**config.mk**
```make
export PLATFORM = sky130hd
export DESIGN_NAME = boreal_bus_master_bridge_flat
export DESIGN_NICKNAME = d
export VERILOG_FILES = /design/src/rtl/boreal_bus_master_bridge_if.sv /design/src/rtl/boreal_bus_master_bridge.sv /design/src/flat_wrapper.sv
export SDC_FILE = /design/constraint.sdc
export NUM_CORES = 1
export LEC_CHECK = 0
export CORE_MARGIN = 2
export CORE_UTILIZATION = 45
export DETAILED_ROUTE_END_ITERATION = 10
export PLACE_DENSITY = 0.91
export SLEW_MARGIN = 20
export SYNTH_ARGS = -nofsm -noshare
export SYNTH_HDL_FRONTEND = slang
export SYNTH_SLANG_ARGS = --single-unit
```
**constraint.sdc**
```tcl
create_clock -name clk -period 4.45 [get_ports clk]
set_input_delay 1.335 -clock clk [delete_from_list [all_inputs] [get_ports clk]]
set_output_delay 1.335 -clock clk [all_outputs]
set_load 0.01 [all_outputs]
```
**src/rtl/boreal_bus_master_bridge_if.sv**
```systemverilog
// Command, response and interconnect-side signal bundle for the bus master bridge.
// The bridge plugs in through the slave modport (it serves the command stream).
// The upstream agent and bus slave model use the master modport.
interface boreal_bus_master_bridge_if;
  // command stream (CPU LSU / DMA -> bridge)
  logic        cmd_valid;
  logic        cmd_ready;
  logic        cmd_wr;
  logic [31:0] cmd_addr;
  logic [31:0] cmd_wdata;
  logic [3:0]  cmd_strb;
  // response stream (bridge -> consumer)
  logic        rsp_valid;
  logic        rsp_ready;
  logic [31:0] rsp_rdata;
  logic        rsp_err;
  logic        rsp_timeout;
  // interconnect master port
  logic        bus_req;
  logic        bus_wr;
  logic [31:0] bus_addr;
  logic [31:0] bus_wdata;
  logic [3:0]  bus_strb;
  logic [31:0] bus_rdata;
  logic        bus_ack;
  logic        bus_err;

  modport slave (
    input  cmd_valid, cmd_wr, cmd_addr, cmd_wdata, cmd_strb,
    output cmd_ready,
    output rsp_valid, rsp_rdata, rsp_err, rsp_timeout,
    input  rsp_ready,
    output bus_req, bus_wr, bus_addr, bus_wdata, bus_strb,
    input  bus_rdata, bus_ack, bus_err
  );

  modport master (
    output cmd_valid, cmd_wr, cmd_addr, cmd_wdata, cmd_strb,
    input  cmd_ready,
    input  rsp_valid, rsp_rdata, rsp_err, rsp_timeout,
    output rsp_ready,
    input  bus_req, bus_wr, bus_addr, bus_wdata, bus_strb,
    output bus_rdata, bus_ack, bus_err
  );
endinterface

```
**src/rtl/boreal_bus_master_bridge.sv**
```systemverilog
// Upstream master adapter: a valid/ready command becomes a held req/ack bus
// transaction, and the outcome comes back as a valid/ready response.
// One transaction in flight. Misaligned addresses are rejected without touching the bus.
// A bounded ack wait aborts stuck transactions and counts them in a saturating counter.
module boreal_bus_master_bridge #(
  parameter int TIMEOUT_W = 8,
  parameter int TIMEOUT   = 200,
  parameter int STAT_W    = 16
) (
  input  logic                 clk,
  input  logic                 rst_n,
  boreal_bus_master_bridge_if.slave bif,
  output logic [STAT_W-1:0]    stat_timeouts
);

  typedef enum logic [1:0] {
    ST_IDLE = 2'd0,
    ST_REQ  = 2'd1,
    ST_RESP = 2'd2
  } state_e;

  localparam logic [TIMEOUT_W-1:0] CNT_LAST = TIMEOUT_W'(TIMEOUT - 1);
  localparam logic [TIMEOUT_W-1:0] CNT_ONE  = TIMEOUT_W'(1);
  localparam logic [STAT_W-1:0]    STAT_ONE = STAT_W'(1);
  localparam logic [STAT_W-1:0]    STAT_MAX = {STAT_W{1'b1}};

  state_e                state_q,       state_d;
  logic [TIMEOUT_W-1:0]  cnt_q,         cnt_d;
  logic [STAT_W-1:0]     stat_q,        stat_d;
  // bus_* are held in registers so they are zero outside REQ and glitch-free
  logic                  bus_req_q,     bus_req_d;
  logic                  bus_wr_q,      bus_wr_d;
  logic [31:0]           bus_addr_q,    bus_addr_d;
  logic [31:0]           bus_wdata_q,   bus_wdata_d;
  logic [3:0]            bus_strb_q,    bus_strb_d;
  logic                  rsp_valid_q,   rsp_valid_d;
  logic [31:0]           rsp_rdata_q,   rsp_rdata_d;
  logic                  rsp_err_q,     rsp_err_d;
  logic                  rsp_timeout_q, rsp_timeout_d;
  logic                  cmd_ready_s;
  logic                  accept_s;

  // cmd_ready is forced low by reset itself, not just by the reset state
  assign cmd_ready_s = (state_q == ST_IDLE) && rst_n;
  assign accept_s    = bif.cmd_valid && cmd_ready_s;

  assign bif.cmd_ready   = cmd_ready_s;
  assign bif.bus_req     = bus_req_q;
  assign bif.bus_wr      = bus_wr_q;
  assign bif.bus_addr    = bus_addr_q;
  assign bif.bus_wdata   = bus_wdata_q;
  assign bif.bus_strb    = bus_strb_q;
  assign bif.rsp_valid   = rsp_valid_q;
  assign bif.rsp_rdata   = rsp_rdata_q;
  assign bif.rsp_err     = rsp_err_q;
  assign bif.rsp_timeout = rsp_timeout_q;
  assign stat_timeouts   = stat_q;

  // State and datapath registers; reset discards any in-flight transaction
  always_ff @(posedge clk) begin
    if (!rst_n) begin
      state_q       <= ST_IDLE;
      cnt_q         <= '0;
      stat_q        <= '0;
      bus_req_q     <= 1'b0;
      bus_wr_q      <= 1'b0;
      bus_addr_q    <= 32'h0000_0000;
      bus_wdata_q   <= 32'h0000_0000;
      bus_strb_q    <= 4'h0;
      rsp_valid_q   <= 1'b0;
      rsp_rdata_q   <= 32'h0000_0000;
      rsp_err_q     <= 1'b0;
      rsp_timeout_q <= 1'b0;
    end else begin
      state_q       <= state_d;
      cnt_q         <= cnt_d;
      stat_q        <= stat_d;
      bus_req_q     <= bus_req_d;
      bus_wr_q      <= bus_wr_d;
      bus_addr_q    <= bus_addr_d;
      bus_wdata_q   <= bus_wdata_d;
      bus_strb_q    <= bus_strb_d;
      rsp_valid_q   <= rsp_valid_d;
      rsp_rdata_q   <= rsp_rdata_d;
      rsp_err_q     <= rsp_err_d;
      rsp_timeout_q <= rsp_timeout_d;
    end
  end

  // Next-state and next-output logic for IDLE -> REQ -> RESP -> IDLE
  always_comb begin
    state_d       = state_q;
    cnt_d         = cnt_q;
    stat_d        = stat_q;
    bus_req_d     = bus_req_q;
    bus_wr_d      = bus_wr_q;
    bus_addr_d    = bus_addr_q;
    bus_wdata_d   = bus_wdata_q;
    bus_strb_d    = bus_strb_q;
    rsp_valid_d   = rsp_valid_q;
    rsp_rdata_d   = rsp_rdata_q;
    rsp_err_d     = rsp_err_q;
    rsp_timeout_d = rsp_timeout_q;

    case (state_q)
      ST_IDLE: begin
        if (accept_s) begin
          if (bif.cmd_addr[1:0] != 2'b00) begin
            // misaligned: answer immediately, never drive the bus
            state_d       = ST_RESP;
            rsp_valid_d   = 1'b1;
            rsp_err_d     = 1'b1;
            rsp_timeout_d = 1'b0;
            rsp_rdata_d   = 32'h0000_0000;
          end else begin
            state_d     = ST_REQ;
            cnt_d       = '0;
            bus_req_d   = 1'b1;
            bus_wr_d    = bif.cmd_wr;
            bus_addr_d  = bif.cmd_addr;
            bus_wdata_d = bif.cmd_wdata;
            bus_strb_d  = bif.cmd_strb;
          end
        end else begin
          state_d = ST_IDLE;
        end
      end

      ST_REQ: begin
        if (bif.bus_ack || (cnt_q == CNT_LAST)) begin
          // either way the bus is released next cycle
          state_d     = ST_RESP;
          rsp_valid_d = 1'b1;
          bus_req_d   = 1'b0;
          bus_wr_d    = 1'b0;
          bus_addr_d  = 32'h0000_0000;
          bus_wdata_d = 32'h0000_0000;
          bus_strb_d  = 4'h0;
          if (bif.bus_ack) begin
            // ack beats a coincident timeout
            rsp_err_d     = bif.bus_err;
            rsp_timeout_d = 1'b0;
            rsp_rdata_d   = (!bus_wr_q && !bif.bus_err) ? bif.bus_rdata : 32'h0000_0000;
          end else begin
            rsp_err_d     = 1'b1;
            rsp_timeout_d = 1'b1;
            rsp_rdata_d   = 32'h0000_0000;
            stat_d        = (stat_q == STAT_MAX) ? stat_q : (stat_q + STAT_ONE);
          end
        end else begin
          // every unacknowledged cycle counts, including lost arbitration
          cnt_d = cnt_q + CNT_ONE;
        end
      end

      ST_RESP: begin
        if (bif.rsp_ready) begin
          state_d       = ST_IDLE;
          rsp_valid_d   = 1'b0;
          rsp_rdata_d   = 32'h0000_0000;
          rsp_err_d     = 1'b0;
          rsp_timeout_d = 1'b0;
        end else begin
          state_d = ST_RESP;
        end
      end

      default: begin
        state_d       = ST_IDLE;
        cnt_d         = '0;
        bus_req_d     = 1'b0;
        bus_wr_d      = 1'b0;
        bus_addr_d    = 32'h0000_0000;
        bus_wdata_d   = 32'h0000_0000;
        bus_strb_d    = 4'h0;
        rsp_valid_d   = 1'b0;
        rsp_rdata_d   = 32'h0000_0000;
        rsp_err_d     = 1'b0;
        rsp_timeout_d = 1'b0;
      end
    endcase
  end

endmodule

```
**src/flat_wrapper.sv**
```systemverilog
// flat-port wrapper written by rule: the top's interface ports become plain ports
module boreal_bus_master_bridge_flat 
#(
  parameter int TIMEOUT_W = 8,
  parameter int TIMEOUT   = 200,
  parameter int STAT_W    = 16
)
  (clk, rst_n, stat_timeouts, bif_cmd_valid, bif_cmd_wr, bif_cmd_addr, bif_cmd_wdata, bif_cmd_strb, bif_cmd_ready, bif_rsp_valid, bif_rsp_rdata, bif_rsp_err, bif_rsp_timeout, bif_rsp_ready, bif_bus_req, bif_bus_wr, bif_bus_addr, bif_bus_wdata, bif_bus_strb, bif_bus_rdata, bif_bus_ack, bif_bus_err);
  boreal_bus_master_bridge_if bif_i ();
  input  logic clk;
  input  logic rst_n;
  output logic [STAT_W-1:0] stat_timeouts;
  input wire logic [$bits(bif_i.cmd_valid)-1:0] bif_cmd_valid;
  input wire logic [$bits(bif_i.cmd_wr)-1:0] bif_cmd_wr;
  input wire logic [$bits(bif_i.cmd_addr)-1:0] bif_cmd_addr;
  input wire logic [$bits(bif_i.cmd_wdata)-1:0] bif_cmd_wdata;
  input wire logic [$bits(bif_i.cmd_strb)-1:0] bif_cmd_strb;
  output wire logic [$bits(bif_i.cmd_ready)-1:0] bif_cmd_ready;
  output wire logic [$bits(bif_i.rsp_valid)-1:0] bif_rsp_valid;
  output wire logic [$bits(bif_i.rsp_rdata)-1:0] bif_rsp_rdata;
  output wire logic [$bits(bif_i.rsp_err)-1:0] bif_rsp_err;
  output wire logic [$bits(bif_i.rsp_timeout)-1:0] bif_rsp_timeout;
  input wire logic [$bits(bif_i.rsp_ready)-1:0] bif_rsp_ready;
  output wire logic [$bits(bif_i.bus_req)-1:0] bif_bus_req;
  output wire logic [$bits(bif_i.bus_wr)-1:0] bif_bus_wr;
  output wire logic [$bits(bif_i.bus_addr)-1:0] bif_bus_addr;
  output wire logic [$bits(bif_i.bus_wdata)-1:0] bif_bus_wdata;
  output wire logic [$bits(bif_i.bus_strb)-1:0] bif_bus_strb;
  input wire logic [$bits(bif_i.bus_rdata)-1:0] bif_bus_rdata;
  input wire logic [$bits(bif_i.bus_ack)-1:0] bif_bus_ack;
  input wire logic [$bits(bif_i.bus_err)-1:0] bif_bus_err;
  assign bif_i.cmd_valid = bif_cmd_valid;
  assign bif_i.cmd_wr = bif_cmd_wr;
  assign bif_i.cmd_addr = bif_cmd_addr;
  assign bif_i.cmd_wdata = bif_cmd_wdata;
  assign bif_i.cmd_strb = bif_cmd_strb;
  assign bif_cmd_ready = bif_i.cmd_ready;
  assign bif_rsp_valid = bif_i.rsp_valid;
  assign bif_rsp_rdata = bif_i.rsp_rdata;
  assign bif_rsp_err = bif_i.rsp_err;
  assign bif_rsp_timeout = bif_i.rsp_timeout;
  assign bif_i.rsp_ready = bif_rsp_ready;
  assign bif_bus_req = bif_i.bus_req;
  assign bif_bus_wr = bif_i.bus_wr;
  assign bif_bus_addr = bif_i.bus_addr;
  assign bif_bus_wdata = bif_i.bus_wdata;
  assign bif_bus_strb = bif_i.bus_strb;
  assign bif_i.bus_rdata = bif_bus_rdata;
  assign bif_i.bus_ack = bif_bus_ack;
  assign bif_i.bus_err = bif_bus_err;
  boreal_bus_master_bridge #(.TIMEOUT_W(TIMEOUT_W), .TIMEOUT(TIMEOUT), .STAT_W(STAT_W)) u_core (.clk(clk), .rst_n(rst_n), .bif(bif_i), .stat_timeouts(stat_timeouts));
endmodule
```
==> results of run 1 <==
[routing by layer]
layer	routed length [um]	part of all wire [%]
met1	6110	39
met2	7510	48
met3	1500	9.7
met4	414	2.7
met5	0	0
[per-stage QoR]
stage / hold WS [ns] / power [W]
after global placement: 0.438 / 0.00154
after CTS: 0.451 / 0.00291
after floorplan: 0.457 / 0.00137
after detailed placement: 0.443 / 0.00155
final: 0.448 / 0.00289
after global routing: 0.462 / 0.00300
[cells in the final DEF (no fill, tap or decap), drive strengths merged, types with 6 or more instances in the layout]
cell,Yosys,final
clkdlybuf4s50,0,228
o21ai,10,10
nor3,6,6
a21oi,86,86
a22oi,33,33
nor2,59,59
dfxtp,131,131
clkbuf,25,22
nand2,88,88
nand3,78,78
buf,22,8
clkinv,0,7
o31ai,7,7
[cell type report]
cell class	instances	area, um^2
Clock buffer	22	484
Fill cell	775	2930
Sequential cell	131	2620
Inverter	5	20.0
Timing Repair Buffer	236	2370
Tap cell	140	175
Multi-Input combinational cell	419	2230
Clock inverter	10	105
[sequential cells by signal, summed over array words and instances, names as in the netlist]
signal	cells
u_core.bif.bus_addr	32
u_core.bif.bus_req	1
u_core.bif.rsp_rdata	32
u_core.state_q	2
u_core.bif.bus_strb	4
u_core.cnt_q	8
u_core.bif.rsp_err	1
u_core.bif.bus_wr	1
u_core.bif.bus_wdata	32
u_core.bif.rsp_valid	1
u_core.bif.rsp_timeout	1
u_core.stat_timeouts	16
[report_power, final]
part | internal [W] | switching (W)
clock | 0.000878 | 0.000487
sequential | 0.00120 | 0.0000186
combinational | 0.000162 | 0.000146
total | 0.00224 | 0.000651
[how the worst max path moves through the flow]
stage / end / cells past startpoint
floorplan: bif_cmd_ready / 3
global placement: bif_cmd_ready / 4
detailed placement: bif_cmd_ready / 4
CTS: bif_cmd_ready / 4
global route: bif_cmd_ready / 4
finish: bif_cmd_ready / 4
[kinds of logic after synthesis]
group / count (synthesis) / synth area share (%)
xor gates and xnor gates: 5 / 0.864
buffers and inverters: 52 / 4.74
and+or+nand+nor: 262 / 24.3
DFF: 131 / 51.8
muxes: 2 / 0.395
AOI/OAI and AO/OA: 148 / 17.5
adders and majority gates: 2 / 0.494
[worst register-to-register path, stage by stage, from the launching register on]
cell	delay, ns
dfxtp_1	0.38
ha_1	0.23
and4_2	0.32
a21oi_2	0.13
nor2_4	0.46
buf_4	0.50
nand3_1	0.20
a21oi_1	0.18
==> implementation parameters, run 1 <==
Parameter                              Value

Logic synthesis
  Most area-consuming cells after synthesis ... dfxtp_1 (52%), a21oi_1 (8.4%), nand3_1 (7.6%)
  Share of flip-flops with an asynchronous set or reset ... 0%
  Post-Synthesis Cell Area ... approximately 5100 um^2
  Netlist cell types ... 48
  Library cell occupying the most area in the post-synthesis netlist ... dfxtp_1
  Flip-flop cell with the highest count after synthesis ... dfxtp_1
  Sequential fraction of the synthesis area ... 51.8%
  Cell with the most instances after synthesis ... dfxtp_1
  Area share of the largest cell type after synthesis ... 51.8%
  EDFF count, synth ... 0
  Cell count after synthesis ... 602
  Synth warn ... 0
  Register bit total from synthesis ... 131
  Mapped Avg Cell Area ... 8.42 um^2
  Most common library cells after synthesis ... dfxtp_1 (131), nand2_1 (88), a21oi_1 (85)
  Syn nets ... 711

Timing
  Worst-margin pin slew ... between 0.7 and 0.8 ns
  Final hold vios ... 0
  Peak clock frequency supported by timing ... 241 MHz
  Clock skew after layout ... 0.00750 ns
  Final-report max-slew violation count ... 0
  Setup repair after global routing missed its margin ... false
  Final worst slack ... 0.305 ns
  TNS Setup ... 0 ns
  Part of the cycle the worst path needs ... between 90 and 100%
  Worst slew margin ... a little over half
  Fin crit period ... 4.15 ns
  Setup-failing EPs final ... 0

Clocking
  Number of buffers added for setup after CTS ... 0
  Clock tree from TritonCTS ... yes
  Number of buffers inserted by hold repair at cts ... 0
  Cell at the root of the clock tree ... clkbuf_16
  Number of buffers created by CTS ... 17
  Clk Latency, worst-skew pair ... 0.40 ns
  TritonCTS Sinks ... ~130
  Post-CTS clock slew at the launch and capture registers of the worst setup and hold paths ... approximately 0.060 ns
  H-Tree Level Count ... 4
  Post-cts sizing count ... 0
  Worst-case clock buffer depth ... 2

Worst setup path
  CP startpoint kind ... primary input
  Largest fanout on the critical path ... 2
  Data arrival time of the critical path ... 2.81 ns
  Worst path max stage delay ... 0.64 ns
  Standard cell with the maximum stage delay on the critical path ... clkdlybuf4s50_1
  Source of the critical timing path ... rst_n
  Endpoint of the lowest-slack register-to-register path ... u_core.bif.bus_addr[31]
  Sort of element at the end of the critical path ... output port
  Reg2Reg Launch Point ... u_core.cnt_q[0]
  Buffers & Inverters on Critical Path ... 3
  Delay-heaviest family, CP ... buffers and inverters
  Kind of critical path ... in -> out
  Cells along the critical path ... clkdlybuf4s50_1, clkinv_2, nor3_1, clkdlybuf4s50_1
  Dominant cell type by count on the critical path ... clkdlybuf4s50_1
  Worst endpoint required time ... 3.12 ns
  Register-to-register path setup slack ... 1.98 ns
  Length in cells of the worst reg-to-reg path ... 7

Floorplan
  Core Box Area ... 10900 um^2
  Die Span Y ... about 110 um
  Initial Utilization ... 46.3%
  Die Outline Area ... 12100 um^2
  Number of placed I/O pins ... 229
  Number of rows created at floorplan ... 38
  Width of the die ... 110 um

Drt
  Initial detailed-routing violation count ... 660
  DR WL/cell ... 16.1 um
  Mean number of vias per cell ... 5.56
  Number of antenna-violating nets in the routed design ... 0
  DRC violation count after routing ... 0
  Vias ... 5354
  Detailed-route wire length ... about 16000 um
  Iteration count of the initial detailed-routing pass ... 5

Final layout
  Synth-to-layout area growth ... 58.0%
  Non-Filler Instances ... 963
  Fraction of final layout cells sized beyond drive strength 1 ... 6.68%
  Antenna cells ... 0
  Final core utilization ... 73.2%
  Fin area ... 8010 um^2
  Final nets ... 919

Min path
  Worst min-delay path endpoint ... u_core.bif.bus_addr[15]
  Worst hold path class ... reg -> reg
  Origin of the worst min-delay path ... u_core.bif.bus_addr[15]
  Cell depth of the worst min-delay path ... 2

Global route
  GR peak layer ... met2
  Aggregate global-route resource usage ... 24.4%
  Grt total ovfl ... 0
  GR Util met1 ... 27.2%
  GR Util met3 ... 8.52%
  Via count of the first global-routing pass ... ~5000
  Number of antenna violations at the first check in global routing ... 0
  Maximum number of pins on one net before global-route repair ... 80
  First-pass GRT wire length ... 23300 um
  Global Route met2 Usage ... between 40% and 50%

Power and ir drop
  Lkg Pwr ... roughly 2.7 nW
  Worst vdd rail ir drop ... 0.282 mV
  Total power per unit cell area ... 361 nW/um^2

Placed design
  Placed inst area ... 7420 um^2
  Post-placement worst setup slack ... 0.367 ns
  Number of cells after detailed placement ... 931
  Final weighted congestion in routability-driven placement ... 0.884
  Port bufs ... 228
  Post-detail-place hpwl ... 10700 um

Flow run
  Max-capacitance violation count ... 0

Outcome
  Outcome ... complete, no violations
(Power assumes the default switching activity.)
==> run 2, diff against run 1 <==
--- a/config.mk
+++ b/config.mk
@@ -6,9 +6,9 @@
 export NUM_CORES = 1
 export LEC_CHECK = 0
 export CORE_MARGIN = 2
-export CORE_UTILIZATION = 45
+export CORE_UTILIZATION = 42
 export DETAILED_ROUTE_END_ITERATION = 10
-export PLACE_DENSITY = 0.91
+export PLACE_DENSITY = 0.86
 export SLEW_MARGIN = 20
 export SYNTH_ARGS = -nofsm -noshare
 export SYNTH_HDL_FRONTEND = slang
==> constraint.sdc (replaced) <==
create_clock -name clk -period 4.25 [get_ports clk]
set_input_delay 1.275 -clock clk [delete_from_list [all_inputs] [get_ports clk]]
set_output_delay 1.275 -clock clk [all_outputs]
set_load 0.01 [all_outputs]
==> run 2 against run 1 <==
Net effect:
- clock power is 4% higher
- sequential share of layout area hardly changed
- critical path type unchanged
- hold slack worse by 0.0018 ns
- count of clock-buffer cells in the layout stayed put
- total power is 4.4% higher
==> implementation parameters, run 2 (synthesized netlist as in run 1, its figures left out) <==
Parameter                              Value

Outcome
  Outcome ... complete, no violations

Flow run
  Max-capacitance violation count ... 0

Worst setup path
  Worst endpoint required time ... 2.97 ns
  Data arrival time of the critical path ... 2.82 ns
  CP startpoint kind ... primary input
  Sort of element at the end of the critical path ... output port
  Kind of critical path ... in -> out
  Largest fanout on the critical path ... 2

Floorplan
  Width of the die ... 114 um
  Die Span Y ... 114 um
  Die Outline Area ... 13000 um^2
  Number of placed I/O pins ... 229
  Initial Utilization ... a little over two fifths
  Number of rows created at floorplan ... 40
  Core Box Area ... 11900 um^2

Final layout
  Layout filler cell count ... 973
  Synth-to-layout area growth ... 57.9%
  Most common cell after layout, fill and taps aside ... clkdlybuf4s50_1
  Antenna cells ... 0
  Fraction of final layout cells sized beyond drive strength 1 ... 6.56%
  Final core utilization ... 67.2%
  Non-Filler Instances ... 970
  Commonest cells after routing, fill and taps aside ... clkdlybuf4s50_1 (228), dfxtp_1 (131), nand2_1 (88), a21oi_1 (85), nand3_1 (77)
  Final nets ... about 920

Timing
  Final hold vios ... 0
  Peak clock frequency supported by timing ... 244 MHz
  Final worst slack ... roughly 0.15 ns
  Final-report max-slew violation count ... 0
  Setup repair after global routing missed its margin ... false
  Part of the cycle the worst path needs ... a little over nine tenths
  Fin crit period ... between 4 and 5 ns
  Setup-failing EPs final ... 0
  TNS Setup ... 0 ns
  Worst-margin pin slew ... 1.07 ns
  Clock skew after layout ... 0.0102 ns
  Worst slew margin ... 28.3%

Placed design
  Number of cells after detailed placement ... 938
  Post-placement worst setup slack ... 0.151 ns
  Post-detail-place hpwl ... just under 10000 um
  Final weighted congestion in routability-driven placement ... 0.863
  Port bufs ... 228

Drt
  Vias ... 5146
  DR WL/cell ... 15.0 um
  Mean number of vias per cell ... 5.31
  Detailed-route wire length ... about 15000 um
  Iteration count of the initial detailed-routing pass ... 6
  Initial detailed-routing violation count ... 445
  DRC violation count after routing ... 0
  Number of antenna-violating nets in the routed design ... 0

Min path
  Worst hold path class ... reg -> reg

Clocking
  Number of buffers inserted by hold repair at cts ... 0
  Number of buffers created by CTS ... 17
  TritonCTS Sinks ... 131
  Number of buffers added for setup after CTS ... 0
  Clock tree from TritonCTS ... yes
  Cell at the root of the clock tree ... clkbuf_16
  Clk Latency, worst-skew pair ... 0.41 ns
  Post-cts sizing count ... 0
  H-Tree Level Count ... 4
  Post-CTS clock slew at the launch and capture registers of the worst setup and hold paths ... ~0.050 ns
  Worst-case clock buffer depth ... 2

Global route
  Grt total ovfl ... 0
  Maximum number of pins on one net before global-route repair ... 91
  First-pass GRT wire length ... 22800 um
  Via count of the first global-routing pass ... 4699
  Aggregate global-route resource usage ... 21.8%
  Number of antenna violations at the first check in global routing ... 0

Power and ir drop
  Total power per unit cell area ... 377 nW/um^2
  Lkg Pwr ... 2.74 nW
  Worst vdd rail ir drop ... 0.246 mV
==> run 2: cell types whose count changed in the layout (fill, tap and decap cells not counted), sizes merged <==
cell,change
inv,+1
clkinvlp,-1
==> run 2: area by class of cell <==
type	instances	area, um^2	share of cell area [%]
Sequential cell	131	2620	32.8
Timing Repair Buffer	236	2370	29.6
Multi-Input combinational cell	419	2230	27.8
Clock buffer	22	474	5.93
Tap cell	147	184	2.30
Clock inverter	10	106	1.33
Inverter	5	21.3	0.266
==> run 2: metrics by stage <==
stage                     instance area, um^2  total power (W)  hold slack (ns)
after global routing                     8000          0.00312            0.468
after CTS                                8000          0.00305            0.450
after detailed placement                 7420          0.00162            0.442
after floorplan                          5070          0.00143            0.457
final                                    8000          0.00302            0.447
after global placement                   7420          0.00162            0.437
==> run 2: final timing paths <==
check / slack (ns) / start / to / depth (start not counted)
max: 0.15 / rst_n / bif_cmd_ready / 4
min reg2reg: 0.45 / u_core.bif.bus_addr[21] / u_core.bif.bus_addr[21] / 2
max reg2reg: 1.60 / u_core.cnt_q[0] / u_core.bif.bus_strb[2] / 7
min: 0.45 / u_core.bif.bus_addr[21] / u_core.bif.bus_addr[21] / 2
==> run 2: power breakdown <==
part	switching, W	internal, W
combinational	0.000150	0.000171
sequential	0.0000183	0.00126
clock	0.000518	0.000904
==> run 2: worst max-delay path, stage by stage <==
cell             delay [ns]
clkdlybuf4s50_1        0.55
inv_4                  0.05
nor3_1                 0.32
clkdlybuf4s50_1        0.63
==> run 2: metal layers <==
| layer | routed length [um] | vias up | global-route usage (%) | share of wire (%) |
|---|---|---|---|---|
| met3 | 1300 | 26 | 8.29 | 8.9 |
| met1 | 6180 | 2376 | 26.9 | 42 |
| li1 | - | 2523 | - | - |
| met2 | 6920 | 221 | 35.5 | 47 |
| met4 | 188 | 0 | 6.91 | 1.3 |
| met5 | 0 | - | 0 | 0 |
